--- config.mk ---
export PLATFORM = sky130hd
export DESIGN_NAME = mem_access_stage_flat
export DESIGN_NICKNAME = d
export VERILOG_FILES = /design/src/rtl/mem_access_stage_if.sv /design/src/rtl/mem_access_stage.sv /design/src/flat_wrapper.sv
export SDC_FILE = /design/constraint.sdc
export NUM_CORES = 1
export LEC_CHECK = 0
export CAP_MARGIN = 0
export CORE_AREA = 4 4 138 140
export DETAILED_ROUTE_END_ITERATION = 8
export DIE_AREA = 0 0 142 144
export SYNTH_ARGS = -nofsm -noshare
export SYNTH_HDL_FRONTEND = slang
export SYNTH_SLANG_ARGS = --single-unit
--- constraint.sdc ---
create_clock -name clk -period 1.8 [get_ports clk]
set_clock_uncertainty 0.1 [all_clocks]
set_input_delay 0.18 -clock clk [delete_from_list [all_inputs] [get_ports clk]]
set_output_delay 0.18 -clock clk [all_outputs]
set_load 0.01 [all_outputs]
--- src/rtl/mem_access_stage_if.sv ---
// -----------------------------------------------------------------------------
// mem_access_stage_if -- data-memory request/response bundle.
//
// Carries one outstanding request from the MEM stage to the data memory and
// the memory's completion back.
//   dmem_req    master->slave  request valid, held until dmem_ack
//   dmem_we     master->slave  1 = write, 0 = read
//   dmem_addr   master->slave  DSIZE request address
//   dmem_wdata  master->slave  DSIZE write data
//   dmem_ack    slave->master  completion strobe
//   dmem_rdata  slave->master  DSIZE read data, valid while dmem_ack=1
//
// Widths come from the shared DSIZE/ISIZE/ASIZE defines; the guarded
// defaults below apply only when no project-wide define file set them first.
// -----------------------------------------------------------------------------
`ifndef DSIZE
`define DSIZE 32
`endif
`ifndef ISIZE
`define ISIZE 16
`endif
`ifndef ASIZE
`define ASIZE 5
`endif

interface mem_access_stage_if;
    logic               dmem_req;
    logic               dmem_we;
    logic [`DSIZE-1:0]  dmem_addr;
    logic [`DSIZE-1:0]  dmem_wdata;
    logic               dmem_ack;
    logic [`DSIZE-1:0]  dmem_rdata;

    // Pipeline stage side: issues requests.
    modport master (
        output dmem_req,
        output dmem_we,
        output dmem_addr,
        output dmem_wdata,
        input  dmem_ack,
        input  dmem_rdata
    );

    // Memory side: serves requests.
    modport slave (
        input  dmem_req,
        input  dmem_we,
        input  dmem_addr,
        input  dmem_wdata,
        output dmem_ack,
        output dmem_rdata
    );
endinterface

--- src/rtl/mem_access_stage.sv ---
// -----------------------------------------------------------------------------
// mem_access_stage -- MEM pipeline stage with a variable-latency data memory.
//
// Non-memory instructions pass straight through to the MEM/WB register in one
// cycle (ALU result, or the link PC for jal). Loads and stores take a fresh
// IDLE->ACCESS pass: operands are latched on entry, a request is held on the
// dmem bus until the memory acks, and the upstream pipeline is stalled until
// the completing edge. A writeback bubble is inserted on every cycle the
// stage does not complete an instruction.
//
// Ports
//   clk                 sole clock, rising edge
//   rst                 asynchronous, active-low reset
//   aluResult_in        ALU result / memory address from EXE_MEM
//   wdata_in            store data from EXE_MEM
//   PC_in               link value for jal (zero-extended / truncated to DSIZE)
//   waddr_in, wen_in    destination register and its write enable
//   memWrite_in, memRead_in, memtoReg_in, jal_in   control bits
//   dmem                data-memory bus (master side)
//   stall_out           combinational; freezes PC..EXE_MEM while 1
//   wb_data_out, waddr_out_MEM_WB, wen_out_MEM_WB   registered writeback
//   mem_err             sticky access-timeout flag
//
// Configuration
//   MEM_ACCESS_TIMEOUT_EN  when defined, an access with no ack for 16 ACCESS
//                          cycles is abandoned: bubble, back to IDLE, mem_err
//                          set until reset. When undefined ACCESS waits
//                          forever and mem_err is tied low.
// -----------------------------------------------------------------------------
`ifndef DSIZE
`define DSIZE 32
`endif
`ifndef ISIZE
`define ISIZE 16
`endif
`ifndef ASIZE
`define ASIZE 5
`endif

module mem_access_stage (
    input  logic                clk,
    input  logic                rst,

    input  logic [`DSIZE-1:0]   aluResult_in,
    input  logic [`DSIZE-1:0]   wdata_in,
    input  logic [`ISIZE-1:0]   PC_in,
    input  logic [`ASIZE-1:0]   waddr_in,
    input  logic                wen_in,
    input  logic                memWrite_in,
    input  logic                memRead_in,
    input  logic                memtoReg_in,
    input  logic                jal_in,

    mem_access_stage_if.master  dmem,

    output logic                stall_out,
    output logic [`DSIZE-1:0]   wb_data_out,
    output logic [`ASIZE-1:0]   waddr_out_MEM_WB,
    output logic                wen_out_MEM_WB,
    output logic                mem_err
);

    typedef enum logic {
        ST_IDLE   = 1'b0,
        ST_ACCESS = 1'b1
    } state_t;

    // -------------------------------------------------------------------------
    // State
    // -------------------------------------------------------------------------
    state_t             state_q,      state_d;

    // Operands captured on ACCESS entry; drive the bus while the request is
    // outstanding so upstream changes cannot disturb it.
    logic [`DSIZE-1:0]  addr_q,       addr_d;
    logic [`DSIZE-1:0]  wdata_q,      wdata_d;
    logic               we_q,         we_d;
    logic [`ASIZE-1:0]  waddr_lat_q,  waddr_lat_d;
    logic               wen_lat_q,    wen_lat_d;
    logic               memtoreg_q,   memtoreg_d;

    // MEM/WB register.
    logic [`DSIZE-1:0]  wb_data_q,    wb_data_d;
    logic [`ASIZE-1:0]  waddr_out_q,  waddr_out_d;
    logic               wen_out_q,    wen_out_d;

`ifdef MEM_ACCESS_TIMEOUT_EN
    logic [3:0]         tmo_cnt_q,    tmo_cnt_d;
    logic               mem_err_q,    mem_err_d;
`endif

    // -------------------------------------------------------------------------
    // Decode
    // -------------------------------------------------------------------------
    logic               memop;
    logic               in_access;
    logic               timeout_hit;
    logic [`DSIZE-1:0]  pc_ext;

    assign memop     = memRead_in | memWrite_in;
    assign in_access = (state_q == ST_ACCESS);

    // Link value resized to the datapath width.
    generate
        if (`ISIZE < `DSIZE) begin : g_pc_zext
            assign pc_ext = {{(`DSIZE-`ISIZE){1'b0}}, PC_in};
        end else begin : g_pc_trunc
            assign pc_ext = PC_in[`DSIZE-1:0];
        end
    endgenerate

`ifdef MEM_ACCESS_TIMEOUT_EN
    // The counter reads 0 in the first ACCESS cycle, so 15 marks the 16th
    // consecutive cycle without an ack.
    assign timeout_hit = in_access & ~dmem.dmem_ack & (tmo_cnt_q == 4'hF);
`else
    assign timeout_hit = 1'b0;
`endif

    // Stall is released on the completing (or abandoning) cycle so upstream
    // advances on the same edge. Gating with rst drops it immediately when
    // reset asserts, even if a memop is still presented.
    assign stall_out = rst & ((~in_access & memop) |
                              (in_access & ~dmem.dmem_ack & ~timeout_hit));

    // -------------------------------------------------------------------------
    // Next-state logic
    // -------------------------------------------------------------------------
    always_comb begin
        state_d     = state_q;
        addr_d      = addr_q;
        wdata_d     = wdata_q;
        we_d        = we_q;
        waddr_lat_d = waddr_lat_q;
        wen_lat_d   = wen_lat_q;
        memtoreg_d  = memtoreg_q;
        wb_data_d   = wb_data_q;
        waddr_out_d = waddr_out_q;
        wen_out_d   = wen_out_q;
`ifdef MEM_ACCESS_TIMEOUT_EN
        tmo_cnt_d   = tmo_cnt_q;
        mem_err_d   = mem_err_q;
`endif

        case (state_q)
            ST_IDLE: begin
                // dmem_ack is deliberately not looked at here.
                if (memop) begin
                    state_d     = ST_ACCESS;
                    addr_d      = aluResult_in;
                    wdata_d     = wdata_in;
                    we_d        = memWrite_in;   // read+write counts as write
                    waddr_lat_d = waddr_in;
                    wen_lat_d   = wen_in;
                    memtoreg_d  = memtoReg_in;
                    wen_out_d   = 1'b0;
`ifdef MEM_ACCESS_TIMEOUT_EN
                    tmo_cnt_d   = 4'd0;
`endif
                end else begin
                    wb_data_d   = jal_in ? pc_ext : aluResult_in;
                    waddr_out_d = waddr_in;
                    wen_out_d   = wen_in;
                end
            end

            ST_ACCESS: begin
                if (dmem.dmem_ack) begin
                    state_d     = ST_IDLE;
                    wb_data_d   = memtoreg_q ? dmem.dmem_rdata : addr_q;
                    waddr_out_d = waddr_lat_q;
                    wen_out_d   = wen_lat_q;
                end else if (timeout_hit) begin
                    state_d     = ST_IDLE;
                    wen_out_d   = 1'b0;
`ifdef MEM_ACCESS_TIMEOUT_EN
                    mem_err_d   = 1'b1;
`endif
                end else begin
                    wen_out_d   = 1'b0;
`ifdef MEM_ACCESS_TIMEOUT_EN
                    tmo_cnt_d   = tmo_cnt_q + 4'd1;
`endif
                end
            end

            default: begin
                state_d = ST_IDLE;
            end
        endcase
    end

    // -------------------------------------------------------------------------
    // Registers
    // -------------------------------------------------------------------------
    always_ff @(posedge clk or negedge rst) begin
        if (!rst) begin
            state_q     <= ST_IDLE;
            addr_q      <= '0;
            wdata_q     <= '0;
            we_q        <= 1'b0;
            waddr_lat_q <= '0;
            wen_lat_q   <= 1'b0;
            memtoreg_q  <= 1'b0;
            wb_data_q   <= '0;
            waddr_out_q <= '0;
            wen_out_q   <= 1'b0;
`ifdef MEM_ACCESS_TIMEOUT_EN
            tmo_cnt_q   <= 4'd0;
            mem_err_q   <= 1'b0;
`endif
        end else begin
            state_q     <= state_d;
            addr_q      <= addr_d;
            wdata_q     <= wdata_d;
            we_q        <= we_d;
            waddr_lat_q <= waddr_lat_d;
            wen_lat_q   <= wen_lat_d;
            memtoreg_q  <= memtoreg_d;
            wb_data_q   <= wb_data_d;
            waddr_out_q <= waddr_out_d;
            wen_out_q   <= wen_out_d;
`ifdef MEM_ACCESS_TIMEOUT_EN
            tmo_cnt_q   <= tmo_cnt_d;
            mem_err_q   <= mem_err_d;
`endif
        end
    end

    // -------------------------------------------------------------------------
    // Outputs
    // -------------------------------------------------------------------------
    // The request follows the state register directly, so an asynchronous
    // reset during ACCESS withdraws it at once.
    assign dmem.dmem_req   = in_access;
    assign dmem.dmem_we    = we_q;
    assign dmem.dmem_addr  = addr_q;
    assign dmem.dmem_wdata = wdata_q;

    assign wb_data_out      = wb_data_q;
    assign waddr_out_MEM_WB = waddr_out_q;
    assign wen_out_MEM_WB   = wen_out_q;

`ifdef MEM_ACCESS_TIMEOUT_EN
    assign mem_err = mem_err_q;
`else
    assign mem_err = 1'b0;
`endif

endmodule
--- src/flat_wrapper.sv ---
// flat-port wrapper written by rule: the top's interface ports become plain ports
module mem_access_stage_flat 
  (clk, rst, aluResult_in, wdata_in, PC_in, waddr_in, wen_in, memWrite_in, memRead_in, memtoReg_in, jal_in, stall_out, wb_data_out, waddr_out_MEM_WB, wen_out_MEM_WB, mem_err, dmem_dmem_req, dmem_dmem_we, dmem_dmem_addr, dmem_dmem_wdata, dmem_dmem_ack, dmem_dmem_rdata);
  mem_access_stage_if dmem_i ();
  input  logic clk;
  input  logic rst;
  input  logic [`DSIZE-1:0] aluResult_in;
  input  logic [`DSIZE-1:0] wdata_in;
  input  logic [`ISIZE-1:0] PC_in;
  input  logic [`ASIZE-1:0] waddr_in;
  input  logic wen_in;
  input  logic memWrite_in;
  input  logic memRead_in;
  input  logic memtoReg_in;
  input  logic jal_in;
  output logic stall_out;
  output logic [`DSIZE-1:0] wb_data_out;
  output logic [`ASIZE-1:0] waddr_out_MEM_WB;
  output logic wen_out_MEM_WB;
  output logic mem_err;
  output wire logic [$bits(dmem_i.dmem_req)-1:0] dmem_dmem_req;
  output wire logic [$bits(dmem_i.dmem_we)-1:0] dmem_dmem_we;
  output wire logic [$bits(dmem_i.dmem_addr)-1:0] dmem_dmem_addr;
  output wire logic [$bits(dmem_i.dmem_wdata)-1:0] dmem_dmem_wdata;
  input wire logic [$bits(dmem_i.dmem_ack)-1:0] dmem_dmem_ack;
  input wire logic [$bits(dmem_i.dmem_rdata)-1:0] dmem_dmem_rdata;
  assign dmem_dmem_req = dmem_i.dmem_req;
  assign dmem_dmem_we = dmem_i.dmem_we;
  assign dmem_dmem_addr = dmem_i.dmem_addr;
  assign dmem_dmem_wdata = dmem_i.dmem_wdata;
  assign dmem_i.dmem_ack = dmem_dmem_ack;
  assign dmem_i.dmem_rdata = dmem_dmem_rdata;
  mem_access_stage u_core (.clk(clk), .rst(rst), .aluResult_in(aluResult_in), .wdata_in(wdata_in), .PC_in(PC_in), .waddr_in(waddr_in), .wen_in(wen_in), .memWrite_in(memWrite_in), .memRead_in(memRead_in), .memtoReg_in(memtoReg_in), .jal_in(jal_in), .dmem(dmem_i), .stall_out(stall_out), .wb_data_out(wb_data_out), .waddr_out_MEM_WB(waddr_out_MEM_WB), .wen_out_MEM_WB(wen_out_MEM_WB), .mem_err(mem_err));
endmodule
---- Yosys cells after proc, flatten, opt, wreduce, memory -nomap -nowiden ----
Cells that the tools add are included.
storage, ports and cells
  bits in registers ....................... 111
  latch bits .............................. 0
  memory bits (writable) .................. 0
  ROM bits ................................ 0
  output and inout bits ................... 106
  word-level logic and storage cells ...... 35
  memories kept ........................... 0
operators by class
  $add $sub $neg .......................... 0
  $mul .................................... 0
  div/mod/pow operators ................... 0
  $lt $le $gt $ge ......................... 0
  equal/unequal tests ..................... 2
  shift operators ......................... 0
  mux-type cells .......................... 14
  bitwise operators ....................... 7
  reduce and logical (&&, ||, !) cells .... 2
operator list
  cell                                   number
  32-bit two-way mux                     4
  32-bit case mux with 2 select lines    1
  5-bit two-way mux                      2
  5-bit case mux with 2 select lines     1
  1-bit two-way mux                      4
  2-bit != test (second input constant)  2
  1-bit case mux with 2 select lines     2
  2-bit AND reduction                    2
  1-bit bitwise AND                      3
  1-bit NOT                              2
  1-bit bitwise OR                       2

---- Longest topological paths before layout ----
Gate-level depths: netlist of the first run.
  word-level depth ........................ 4
  depth in mapped cells ................... 6
  gate-level depth less buffers ........... 3

---- Worst setup path after synthesis of the first run ----
OpenSTA, ideal clock, no wires.
  path kind ............................... register to output
  from .................................... reg u_core.state_q (netlist: u_core.dmem.dmem_req)
  to ...................................... out stall_out
  arrival time ............................ 1.285 ns
  required time ........................... 1.520 ns
  slack ................................... 0.235 ns
  cell stages (with the launch flop) ...... 5
  path buffers ............................ 2
  cells stage by stage .................... dfrtp_1 buf_6 or3_4 buf_6 and3_1
on the way
  longest elaborated chain between the ends .. 4
  elaborated cells between the ends (all ways) .. 5
  classes of those cells .................. bitwise (5)
ends and longest elaborated chain
  what                        line                     text
  start: declaration          mem_access_stage.sv:71   state_t state_q, state_d;
  start signal: assignment    mem_access_stage.sv:213  state_q <= state_d;
  1-bit NOT (no source line)  n/a
  1-bit bitwise AND           mem_access_stage.sv:123  assign stall_out = rst & ((~in_access & memop) |
  1-bit bitwise OR *          mem_access_stage.sv:123
  1-bit bitwise AND *         mem_access_stage.sv:123
  end: declaration            flat_wrapper.sv:16       output logic stall_out;
Mark *: on every way between the ends. The rest lies on a longest branch, timed or not.

---- Worst setup path after layout of the first run ----
Ends and elaborated chain as after synthesis.

==> metrics.txt, run 1 <==
outcome finished clean; crit share post-route 0.951; total die area 20,400 sq um; Post-Synthesis Cells between 300 and 400; Diodes inserted 0; Final setup viols 0; initial cell density of the core 0.297; unrepaired setup endpoints after global routing false; DP Worst Slack -182 ps; Pre-antenna DRT Iters 4; final setup margin roughly 88 ps; final period demand of the worst path ~1700 ps; I/O Pins 231; CTS Root Buffer Type clkbuf_16; CP arrival 1430 ps; Synth Net Count just under 500; largest family of logic cells by synthesized area multiplexers; worst setup path startpoint u_core.dmem.dmem_req; Reg2Reg Depth 4; Core Region approximately 18,000 sq um; first-pass GRT wire length 23,200 um; Post-Synth XOR/XNOR Area 0; Clk Latency, worst-skew pair ~340 ps; Crit. End Element output port; worst-path fanout max 2; total CTS buffers 9; Finished Cell Area between 8000 and 9000 sq um; Yosys warnings 0; Final Util 0.456; register area share after synthesis 0.525; post-synthesis register bit count ~110; initial antenna violation count 0; most used flip-flop cell after synthesis dfrtp_1; relative slew slack 0.554; mux share of post-synthesis cell area 0.282; Iter 0 DRT Violations 142; vias in the first global route roughly 4,400; Peak Freq slightly below 600 MHz; Yosys top cell area share 0.525; final max-slew violation count 0; Slew @ Worst Pin ~670 ps; drt drc 0; share of cells above drive strength 1 0.220; min-delay worst type input port to flip-flop; peak supply drop about 560 uV; Mapped Area ~5300 sq um; TritonCTS clock tree built; Min-Delay Endpoint u_core.wb_data_out[17]; Reg clk slew, reported paths about 80 ps; startpoint types flip-flop; Die Wd ~140 um; average wire per standard cell between 15 and 20 um; most common cell in the netlist dfrtp_1; max-cap violations 0; total grt overflow 0; Final Hold Vio Count 0; via/cell ratio 4.76; Yosys cell types 25; Worst Setup Path Type flip-flop to output port; R2R Setup Slk 110 ps; hpwl dp 10,700 um; via total after detailed routing slightly below 4,000; EDFF count, synth 0; Power Density about 1100 nW/um^2; CTS Buffer Depth 2; Syn Area/Cell about 14 sq um; Routed Antenna Nets 0; GRT Overall Usage 0.143; Synth top cells by count 111 x dfrtp_1, 53 x mux2i_1, 40 x mux2_4; routability cong. about 0.79; largest net degree at the start of global routing approximately 110; Critical Path RT between 1500 and 2000 ps; WHS Path Cells 3; Sink Count 111; P_leak approximately 0.0035 uW; # port buffers 229; post-synthesis simple-gate area fraction 0.0667; H-tree depth 3; post-synthesis compound-gate area fraction 0.0797; top area cells in the synthesized netlist dfrtp_1 53%, mux2_4 11%, mux2i_1 10%; reg2reg start u_core.dmem.dmem_req; placed cell areas ~8000 sq um; Post-synth ARST share 1.00; fill cell count about 1,600; Final Net Count between 700 and 800; RR Endpoint u_core.dmem.dmem_wdata[1]; final wirelength 14,900 um; die height roughly 140 um; Area Overhead vs Synth 53.7%; area leader, netlist dfrtp_1; Hold Startpoint jal_in; # rows a little under 50; Synth Area in Adders 0
[per-stage QoR]
| stage | total power, uW | cells | setup TNS [ps] | hold slack [ps] |
|---|---|---|---|---|
| final | 8810 | 825 | 0 | 309 |
| after global routing | 9300 | 825 | 0 | 317 |
| after CTS | 8960 | 825 | 0 | 305 |
| after detailed placement | 6800 | 808 | -6720 | 272 |
| after global placement | 6760 | 808 | -4170 | 269 |
| after floorplan | 5000 | 367 | 0 | -216 |
[metal layers]
layer | vias up | routed length [um] | GRT usage
met5 | - | 0 | 0
met1 | 1936 | 6280 | 0.177
met4 | 0 | 358 | 0.0520
met2 | 151 | 7090 | 0.234
met3 | 22 | 1150 | 0.0456
li1 | 1815 | - | -
[worst max-delay path by stage]
| stage | to | slack [ps] | depth (start not counted) |
|---|---|---|---|
| after floorplan | stall_out | 230 | 4 |
| after global placement | stall_out | -180 | 4 |
| after detailed placement | stall_out | -180 | 4 |
| after CTS | dmem_dmem_req | 8 | 2 |
| after global routing | stall_out | 40 | 3 |
| final | stall_out | 90 | 3 |
[cells in the final DEF (no fill, tap or decap), types with 5 or more instances in the layout]
| master | instances |
|---|---|
| o221ai_2 | 16 |
| buf_12 | 5 |
| buf_4 | 11 |
| clkbuf_16 | 9 |
| nand2b_1 | 16 |
| nor3_1 | 16 |
| mux2_4 | 40 |
| mux2_2 | 32 |
| nand3_1 | 17 |
| dfrtp_1 | 110 |
| mux2i_1 | 53 |
| a221oi_1 | 16 |
| clkdlybuf4s50_1 | 225 |
[worst max-delay path, stage by stage (launching register included)]
cell     delay [ps]
dfrtp_1         380
or3_4           380
and3_1          180
buf_2           150
[registers in the layout, indices dropped and copies added, names as in the netlist]
| name | flops |
|---|---|
| u_core.dmem.dmem_addr | 32 |
| u_core.dmem.dmem_wdata | 32 |
| u_core.wb_data_out | 32 |
| u_core.waddr_lat_q | 5 |
| u_core.waddr_out_MEM_WB | 5 |
| u_core.dmem.dmem_req | 1 |
| u_core.dmem.dmem_we | 1 |
| u_core.memtoreg_q | 1 |
| u_core.wen_lat_q | 1 |
| u_core.wen_out_MEM_WB | 1 |
[timing repair]
| item | in CTS | in global routing |
|---|---|---|
| hold buffers | 1 | 0 |
| buffers inserted | 0 | 0 |
| cloned | 0 | 0 |
| resized for setup | 4 | 1 |
| setup endpoints to repair | 1 | 1 |
| endpoints found under the hold margin | 111 | 0 |
[layout make-up]
type	count	area [sq um]	share of cell area
Sequential cell	111	2780	0.342
Multi-Input combinational cell	224	2280	0.281
Timing Repair Buffer	245	2470	0.303
Clock buffer	10	239	0.0294
Tap cell	229	287	0.0352
Clock inverter	6	76.3	0.00939
[power by group]
| group | total [uW] | switching (uW) | internal (uW) |
|---|---|---|---|
| combinational | 3240 | 1230 | 2010 |
| sequential | 3480 | 389 | 3090 |
| clock | 2100 | 960 | 1140 |
| total | 8810 | 2580 | 6240 |
[kinds of logic (layout without fill, tap and decap cells)]
| logic type | count (synthesis) | in the layout |
|---|---|---|
| muxes | 125 | 125 |
| DFF | 111 | 111 |
| and+or+nand+nor | 59 | 59 |
| AOI/OAI and AO/OA | 39 | 39 |
| buffers and inverters | 32 | 261 |
| other | 1 | 1 |
Note: power is estimated with default switching activity, not from simulation.
==> inputs of run 2 (changes only) <==
CORE_AREA = 2 2 136 138   (was 4 4 138 140)
DIE_AREA = 0 0 138 140   (was 0 0 142 144)
PLACE_DENSITY = 0.71   (was not set)
==> run 2 against run 1 <==
Compared with the run above: setup slack improved by 11 ps; via count up 0.10%; die area fell by 5.5%; register-to-register slack improved by 60 ps; flip-flop and latch count unchanged; count of clock-buffer cells in the layout is 1 higher; routed wire length is 1.7% lower; utilization is 0.61 points higher; maximum frequency up 0.67%; hold slack worse by 3.5 ps.
==> metrics.txt, run 2 (same netlist as run 1, synthesis figures left out) <==
total die area 19,300 sq um (-5.5%); # rows 49 (unchanged); critical-path cell list or3_4, and3_1, buf_2; CTS Buffer Depth 2 (unchanged); CTS Root Buffer Type clkbuf_16; CP peak stage delay 390 ps (about the same); initial antenna violation count 0 (unchanged); Worst Setup Path Type flip-flop to output port; total CTS buffers 9 (unchanged); fin cells 832 (+0.85%); initial cell density of the core 0.298 (+0.00102); commonest cells after routing, fill and taps aside 225 x clkdlybuf4s50_1, 110 x dfrtp_1, 53 x mux2i_1, 40 x mux2_4, 32 x mux2_2; Die Wd 138 um (-2.8%); total setup buffers inserted after CTS 0 (unchanged); Final Hold Vio Count 0 (unchanged); Pre-antenna DRT Iters 4 (unchanged); Top Family by Delay on Critical Path simple AND/OR/NAND/NOR gates; vias in the first global route 4,287 (-1.7%); final max-slew violation count 0 (unchanged); worst-path fanout max 2 (unchanged); Final Net Count 723 (+0.98%); outcome finished clean; Area Overhead vs Synth 55.2%; drt drc 0 (unchanged); # placed instances 815 (+0.87%); I/O Pins 231 (unchanged); Final setup viols 0 (unchanged); Peak Freq 588 MHz (+0.67%); GRT Overall Usage 0.153 (+0.0106); Post-Route M1 WL 6210 um (-1.1%); average wire per standard cell 17.6 um (-2.5%); Slowest cell on crit path dfrtp_1; max-cap violations 0 (unchanged); met3 wire len 880 um (-23%); Power Density 1060 nW/um^2 (-2.6%); largest net degree at the start of global routing 112 (unchanged); Crit. End Element output port; CP arrival 1420 ps (about the same); setup tns final 0 ps (unchanged); most common cell after layout, fill and taps aside clkdlybuf4s50_1; Sink Count 111 (unchanged); crit share post-route 0.945 (-0.00634); Routed Antenna Nets 0 (unchanged); # port buffers 229 (unchanged); final setup margin 99.0 ps (+11.4 ps); routability cong. 0.770 (-2.6%); via total after detailed routing 3,928 (+0.10%); die height 140 um (-2.8%); top sig layer met4; hpwl dp 10,700 um (-0.12%); Critical Path RT 1520 ps (about the same); met2 wire len 7320 um (+3.3%); Buf/Inv on CP 1 (unchanged); startpoint types flip-flop; TritonCTS clock tree built; Core Region 17,800 sq um (-0.34%); H-tree depth 3 (unchanged); Iter 0 DRT Violations 144 (+1.4%); final period demand of the worst path 1700 ps (-11.4 ps); Reg clk slew, reported paths 70 ps (about the same); DP Worst Slack -203 ps (-20.7 ps); final wirelength 14,600 um (-1.7%); total grt overflow 0 (unchanged); Diodes inserted 0 (unchanged); first-pass GRT wire length 23,800 um (+2.5%); Clk Latency, worst-skew pair 340 ps (about the same); relative slew slack 0.573 (+0.0187); Slew @ Worst Pin 641 ps (-28.1 ps); P_leak 0.00350 uW (+1.1%); share of cells above drive strength 1 0.226 (+0.00574); min-delay worst type input port to flip-flop; unrepaired setup endpoints after global routing false; via/cell ratio 4.72 (-0.74%); peak supply drop 460 uV (-17%)
[run 2: cell types whose count changed in the layout (fill, tap and decap cells not counted), sizes merged]
cell / delta
dlygate4sd2: +1
inv: +1
buf: +7
dlymetal6s2s: -1
clkbuf: +1
bufinv: -1
clkinvlp: -1
[run 2: per-layer routing]
layer / vias to the layer above / track usage
met1: 1949 / 0.193
met3: 14 / 0.0431
met4: 0 / 0.0408
li1: 1827 / -
met5: - / 0
met2: 138 / 0.260
[run 2: worst register-to-register path: stages, from the launching register on]
cell,delay (ps)
dfrtp_1,370
buf_4,220
o21bai_4,170
buf_12,160
buf_12,160
mux2_2,340
[run 2: stage by stage]
step / util / cell area, sq um / power (uW) / hold slack [ps]
finish: 0.462 / 8210 / 8670 / 305
global route: 0.462 / 8210 / 9170 / 304
CTS: 0.462 / 8210 / 8810 / 291
detailed placement: 0.446 / 7940 / 6880 / 277
global placement: 0.446 / 7940 / 6800 / 266
floorplan: - / 5290 / 5000 / -216
[run 2: final timing paths]
path / slack (ps) / end / cells past startpoint / from
max: 100 / stall_out / 3 / u_core.dmem.dmem_req
min: 310 / u_core.wb_data_out[20] / 4 / jal_in
max reg2reg: 170 / u_core.dmem.dmem_addr[16] / 5 / u_core.dmem.dmem_req
min reg2reg: 400 / u_core.wen_out_MEM_WB / 1 / u_core.wen_lat_q
max in group asynchronous: 700 / u_core.dmem.dmem_wdata[31] / 3 / rst
min in group asynchronous: 400 / u_core.wb_data_out[18] / 3 / rst
[run 2: repair_timing]
| action | CTS | global route |
|---|---|---|
| gates resized for setup | 5 | 0 |
| hold buffers | 1 | 0 |
| setup endpoints to repair | 2 | 1 |
| endpoints found under the hold margin | 111 | 0 |
| pin swaps | 0 | 1 |
[run 2: layout make-up]
type,instances,area [sq um]
fillers,1576,9570
repair buffers,252,2590
multi-input cells,224,2280
well taps,229,287
clock inverters,5,38.8
clock buffers,11,233
flip-flops and latches,111,2780
[run 2: report_power, final]
group / internal [uW] / switching (uW) / leakage (uW) / total (uW)
clock network: 955 / 922 / 0.000131 / 1880
logic: 2070 / 1240 / 0.00207 / 3310
registers: 3090 / 389 / 0.00130 / 3480
total: 6110 / 2560 / 0.00350 / 8670
==> inputs of run 3 (changes only) <==
REMOVE_ABC_BUFFERS = 1   (was not set)
==> run 3 against run 2 <==
Compared with the run above: critical endpoint unchanged; hold slack better by 24 ps; clock power up 6%; sequential share of layout area up 0.26 points; first-iteration DRC count down 20%; highest routed layer unchanged; design area down 0.76%; largest cell class unchanged; setup slack worse by 57 ps; global-route usage up 0.34 points; power up 1.0%.
==> metrics.txt, run 3 (same netlist as run 1, synthesis figures left out) <==
outcome finished clean; total CTS buffers 9 (unchanged); Reg clk slew, reported paths 70 ps (about the same); Slew @ Worst Pin 649 ps (+7.96 ps); RR Endpoint u_core.dmem.dmem_wdata[11]; unrepaired setup endpoints after global routing true; Hold Startpoint jal_in; total grt overflow 0 (unchanged); H-tree depth 3 (unchanged); final wirelength 14,900 um (+1.9%); hpwl dp 10,800 um (+1.6%); Iter 0 DRT Violations 115 (-20%); Pre-antenna DRT Iters 4 (unchanged); via/cell ratio 4.78 (+1.3%); I/O Pins 231 (unchanged); Buf/Inv on CP 1 (unchanged); first-pass GRT wire length 24,300 um (+1.9%); Area Overhead vs Synth 54.0%; CTS Root Buffer Type clkbuf_16; worst-path fanout max 2 (unchanged); initial antenna violation count 1 (+1); Clk Latency, worst-skew pair 350 ps (about the same); share of cells above drive strength 1 0.219 (-0.00611); Finished Cell Area 8150 sq um (-0.76%); TritonCTS clock tree built; fill cell count 1,607 (+2.0%); via total after detailed routing 3,954 (+0.66%); crit share post-route 0.977 (+0.0318); Routed Antenna Nets 0 (unchanged); commonest cells after routing, fill and taps aside 226 x clkdlybuf4s50_1, 110 x dfrtp_1, 53 x mux2i_1, 40 x mux2_4, 32 x mux2_2; Final setup viols 0 (unchanged); total setup buffers inserted after CTS 0 (unchanged); average wire per standard cell 18.0 um (+2.5%); final max-slew violation count 0 (unchanged); Crit. End Element output port; largest net degree at the start of global routing 112 (unchanged); peak supply drop 598 uV (+30%); relative slew slack 0.568 (-0.00531); total die area 19,300 sq um (unchanged); P_leak 0.00346 uW (-1.2%); Final Net Count 717 (-0.83%); Peak Freq 569 MHz (-3.3%); max-cap violations 0 (unchanged); Min-Delay Endpoint u_core.wb_data_out[5]; initial cell density of the core 0.298 (unchanged); die height 140 um (unchanged); drt drc 0 (unchanged); Die Wd 138 um (unchanged); CP peak stage delay 410 ps (+20 ps); Sink Count 111 (unchanged); WHS Path Cells 3 (-1); placed cell areas 7840 sq um (-1.2%); reg2reg start u_core.dmem.dmem_req; critical-path cell list or3_4, and3_4, buf_4; R2R Setup Slk 140 ps (-30 ps); Power Density 1070 nW/um^2 (+1.8%); routability cong. 0.788 (+2.4%); final setup margin 41.8 ps (-57.2 ps); CP arrival 1480 ps (+60 ps); min-delay worst type input port to flip-flop; GRT Overall Usage 0.157 (+0.00341); # rows 49 (unchanged); Reg2Reg Depth 4 (-1); Final Hold Vio Count 0 (unchanged); Slowest cell on crit path or3_4; startpoint types flip-flop; most common cell after layout, fill and taps aside clkdlybuf4s50_1; CTS Buffer Depth 2 (unchanged); DP Worst Slack -216 ps (-13.1 ps); final period demand of the worst path 1760 ps (+57.2 ps); vias in the first global route 4,410 (+2.9%); Worst Setup Path Type flip-flop to output port; Core Region 17,800 sq um (unchanged); # port buffers 229 (unchanged); Top Family by Delay on Critical Path simple AND/OR/NAND/NOR gates; Critical Path RT 1520 ps (about the same)
[run 3: per-layer routing]
metal  share of wire  wire [um]  global-route usage
met3           0.086       1290              0.0496
met4           0.022        325              0.0612
met2            0.49       7330               0.265
met1            0.40       5960               0.187
met5               0          0                   0
[run 3: report_power, final]
| part | internal, uW | total [uW] | switching, uW | leakage (uW) |
|---|---|---|---|---|
| clock network | 1080 | 2000 | 911 | 0.000140 |
| logic | 2030 | 3280 | 1250 | 0.00202 |
| registers | 3090 | 3480 | 394 | 0.00130 |
[run 3: worst register-to-register path: cells and delay by family (launching register included)]
family                 cells  cell delay, ps
DFF                        1             350
buffers and inverters      2             500
muxes                      1             430
AOI/OAI and AO/OA          1             170
[run 3: stage by stage]
step	total power (uW)	cells	utilization	setup TNS, ps	hold slack, ps
CTS	8890	826	0.458	0	313
global placement	6730	809	0.441	-3910	239
detailed placement	6830	809	0.441	-4290	259
floorplan	4990	335	-	-269130	-216
finish	8760	827	0.458	0	330
global route	9260	826	0.458	-3.43	328
[run 3: worst max path at each step]
stage | startpoint | end | slack [ps] | cells after the start
global placement | memWrite_in | stall_out | -230 | 4
finish | u_core.dmem.dmem_req | stall_out | 40 | 3
detailed placement | memWrite_in | stall_out | -220 | 4
floorplan | memWrite_in | u_core.dmem.dmem_addr[16] | -3660 | 2
global route | u_core.dmem.dmem_req | dmem_dmem_req | -3 | 2
CTS | u_core.dmem.dmem_req | stall_out | 4 | 3
[run 3: final cells by class]
| type | count | area, sq um | share of cell area |
|---|---|---|---|
| Multi-Input combinational cell | 224 | 2290 | 0.281 |
| Sequential cell | 111 | 2780 | 0.341 |
| Tap cell | 229 | 287 | 0.0352 |
| Clock inverter | 5 | 60.1 | 0.00737 |
| Clock buffer | 11 | 233 | 0.0286 |
| Timing Repair Buffer | 246 | 2500 | 0.307 |
| Antenna cell | 1 | 2.50 | 0.000307 |
[run 3: repair_timing]
action	CTS	global route
endpoints found under the setup margin	1	2
hold buffers	1	0
endpoints found under the hold margin	111	0
gates resized for setup	4	2
==> variant 1, RTL diff (flow settings as in run 2) <==
Add a define of `MEM_ACCESS_TIMEOUT_EN`.
--- a/src/rtl/mem_access_stage.sv
+++ b/src/rtl/mem_access_stage.sv
@@ -29,2 +29,4 @@
 // -----------------------------------------------------------------------------
+`define MEM_ACCESS_TIMEOUT_EN
+
 `ifndef DSIZE
Function: no difference found for any inputs over 4 cycles, from zero or initial values and one cycle with rst low; that may be too few to reach the edited logic, so the function may still have changed.
==> variant 1 against run 2 <==
Combinational power increased by 63%; worst setup slack got worse by 81 ps; wire length increased by 8.8%; area after synthesis increased by 4.9%; sequential cell count increased by 5; power increased by 48%; cell area increased by 8.2%; critical path type is now reg -> reg; maximum frequency decreased by 4.5%; core utilization increased by 3.8 points; highest routed layer unchanged.
==> variant 1: results <==
[drt]
firstDrtPassIters = 4
wl_met3_um = 926
drtIter0Drc = 157
dr_wl_met2_mm = 7.86
wire_per_inst_um = 17.8
m1WireLength_mm = 6.84
via_count = 4363

[run_status]
status = completed

[setup_path]
worst_r2r_startpoint = u_core.tmo_cnt_q[0]$_DFFE_PN0P_
critPathArrivalTime_ps = 2030
critPathTopFamily = buffers and inverters
r2r-end = u_core.dmem.dmem_req$_DFF_PN0_
r2r_slack_ps = 20
ff2ff_path_depth = 10
cp_max_fo = 2

[synthesis]
syn_nets = 524
synth_fa_ha_area_share_pct = 0.225
muxShareOfSynthArea_pct = 26.8
synth_seq_area_share_pct = 52.3
synth_xor_area_share_pct = 0.158
synthTopCellsByCount = dfrtp_1 (116), mux2i_1 (54), mux2_2 (36), mux2_4 (36), nand2b_1 (18)
yosysUniqueCellTypes = 40
synth_compound_area_share_pct = 9.49
async_flop_share_pct = 100
synthTopCellsByArea = dfrtp_1 (52%), mux2_4 (9.7%), mux2i_1 (9.7%), mux2_2 (7.3%), o221ai_2 (3.8%)

[power]
ir_drop_mv = 0.752
power_density_nw_per_um2 = 1440
p_leak_nw = 3.75
seq-power_mw = 4.31
p_comb_mw = 5.40

[placed_design]
dpl.hpwl_mm = 11.2
gp_congestion = 0.788
port_buffers = 230
place_area_um2 = 8270
post-place-ws_ps = -124

[min_path]
holdPathEnd = u_core.dmem.dmem_wdata[1]$_DFFE_PN0P_
min-delay-start = wdata_in[1]
min_path_cells = 2

[clock_network]
cts.htree.levels = 4
clk_latency_ps = 410
cts_buffers = 17
cts_max_path_buffers = 2

[layout]
nNetsFinal = 778

[global_route]
grtUsageTotal_pct = 16.7
grt_start_max_net_pins = 117
grt_pass1_vias = 4819
grt_pass1_wl_mm = 25.8

[sta]
max_slew_margin_pct = 51.1
## variant 1: cells by family (layout without fill, tap and decap cells)
group                      after synthesis  after routing
xor gates and xnor gates                 1              1
muxes                                  126            126
AOI/OAI and AO/OA                       54             54
adders and majority gates                1              1
buffers and inverters                   33            300
DFF                                    116            116
and+or+nand+nor                         67             67
## variant 1: worst max-delay path by stage
stage,from,to,slack [ps],depth (start not counted)
after floorplan,u_core.tmo_cnt_q[0]$_DFFE_PN0P_,stall_out,170,4
after global placement,dmem_dmem_ack,stall_out,-150,5
after detailed placement,dmem_dmem_ack,stall_out,-120,5
after CTS,u_core.tmo_cnt_q[1]$_DFFE_PN0P_,stall_out,10,5
after global routing,u_core.tmo_cnt_q[0]$_DFFE_PN0P_,stall_out,-60,5
final,u_core.tmo_cnt_q[0]$_DFFE_PN0P_,u_core.dmem.dmem_req$_DFF_PN0_,20,10
## variant 1: cell type report
type,count,area (um^2)
Fill cell,1520,8890
Inverter,1,3.75
Sequential cell,116,2900
Multi-Input combinational cell,249,2450
Tap cell,229,287
Clock buffer,18,429
Timing Repair Buffer,267,2700
Clock inverter,14,114
## variant 1: per-layer routing
layer | vias to the layer above | track usage (%)
met1 | 2182 | 20.4
met3 | 20 | 4.89
met2 | 160 | 28.1
li1 | 2001 | -
met5 | - | 0
met4 | 0 | 5.80
## variant 1: what timing repair did
action	CTS	global route
hold buffers	1	0
hold endpoints to repair	116	0
resized for setup	8	3
setup buffers	6	0
pin swaps	4	2
endpoints found under the setup margin	1	2
## variant 1: through the flow
stage          cells  hold WS, ps  setup TNS, ps  util [%]
3_3_place_gp     855          273          -2810      46.5
6_report         894          287              0      50.0
4_1_cts          894          263              0      49.9
3_5_place_dp     855          293          -4690      46.5
2_1_floorplan    398         -216              0         -
5_1_grt          894          267          -88.3      50.0
==> variant 2, RTL diff (settings of run 2) <==
Made on the original files. `wdata_q` no longer has a reset.
--- a/src/rtl/mem_access_stage.sv
+++ b/src/rtl/mem_access_stage.sv
@@ -199,3 +199,2 @@
             addr_q      <= '0;
-            wdata_q     <= '0;
             we_q        <= 1'b0;
@@ -214,3 +213,2 @@
             addr_q      <= addr_d;
-            wdata_q     <= wdata_d;
             we_q        <= we_d;
@@ -229,2 +227,6 @@
 
+    always_ff @(posedge clk) begin
+        wdata_q <= wdata_d;
+    end
+
     // -------------------------------------------------------------------------
Formal check against the unedited RTL: not equivalent (Yosys sat finds a counterexample within 4 cycles, from zero or initial values and one cycle with rst low).
==> variant 2 against run 2 <==
Worst setup slack got worse by 12 ps; register-to-register slack got worse by 80 ps; area after synthesis fell by 6.8%; cell area fell by 3.0%; via count fell by 2.3%; wire length rose by 0.59%; sequential cell count did not move; power fell by 5.3%; largest power group unchanged.
==> variant 2: results <==
[drt]
firstDrtPassIters = 5
dr_wl_met2_mm = 6.88
wire_per_inst_um = 18.4
via_per_inst = 4.79
wl_met3_mm = 1.13
m1WireLength_mm = 6.55

[layout]
inverters_excl_clock = 1
drive_gt1_share_pct = 20.5
bufAreaShareNonClock_pct = 32.7
multi_input_gates = 192
clock_area_share_pct = 3.85
multiInputGateArea_um2 = 1830

[synthesis]
synth_compound_area_share_pct = 9.44
muxShareOfSynthArea_pct = 19.9

[global_route]
grt_pass1_vias = 4016
grt_pass1_wl_mm = 22.7
grtUsageMet1_pct = 19.3
grt_start_max_net_pins = 38
grtUsageTotal_pct = 14.8

[run_status]
status = completed

[min_path]
hold_class = in -> async

[placed_design]
place_area_um2 = 7540

[power]
p_leak_nw = 3.15

[setup_path]
endpoint = u_core.dmem.dmem_wdata[27]$_DFFE_PP_

[clock_network]
cts.repair.resized = 6
variant 2: worst max-delay path: stages (launching register included):
cell and delay, ps:
dfrtp_1 420, buf_4 210, o21bai_4 200, buf_4 160
clkinvlp_4 140, clkbuf_16 200
variant 2: logic make-up (layout without fill, tap and decap cells):
family / Yosys count / count (layout)
buffers and inverters: 29 / 269
muxes: 93 / 93
and+or+nand+nor: 59 / 59
AOI/OAI and AO/OA: 39 / 39
other: 1 / 1
DFF: 111 / 111
variant 2: metrics by stage:
step | instances | hold WS, ps | power [mW] | setup slack (ps) | util [%]
3_5_place_dp | 779 | -68.8 | 6.18 | -127 | 42.4
4_1_cts | 797 | 98.2 | 8.26 | 10.5 | 44.2
5_1_grt | 801 | 103 | 8.64 | 29.3 | 44.8
3_3_place_gp | 779 | -73.0 | 6.11 | -111 | 42.4
2_1_floorplan | 332 | -216 | 4.62 | 13.7 | -
6_report | 801 | 102 | 8.21 | 87.1 | 44.8
variant 2: where the power goes:
part	leakage (nW)	switching (mW)	internal, mW
clock	0.150	1.06	0.998
sequential	1.23	0.315	3.10
combinational	1.77	1.11	1.64
variant 2: worst min path at each step:
stage,start,end,slack (ps),depth (start not counted)
global route,rst,u_core.wb_data_out[12]$_DFFE_PN0P_,100,2
CTS,rst,u_core.wb_data_out[12]$_DFFE_PN0P_,100,2
floorplan,rst,u_core.dmem.dmem_addr[0]$_DFFE_PN0P_,-220,0
detailed placement,rst,u_core.dmem.dmem_addr[2]$_DFFE_PN0P_,-70,1
finish,rst,u_core.wb_data_out[12]$_DFFE_PN0P_,100,2
global placement,rst,u_core.dmem.dmem_addr[2]$_DFFE_PN0P_,-70,1
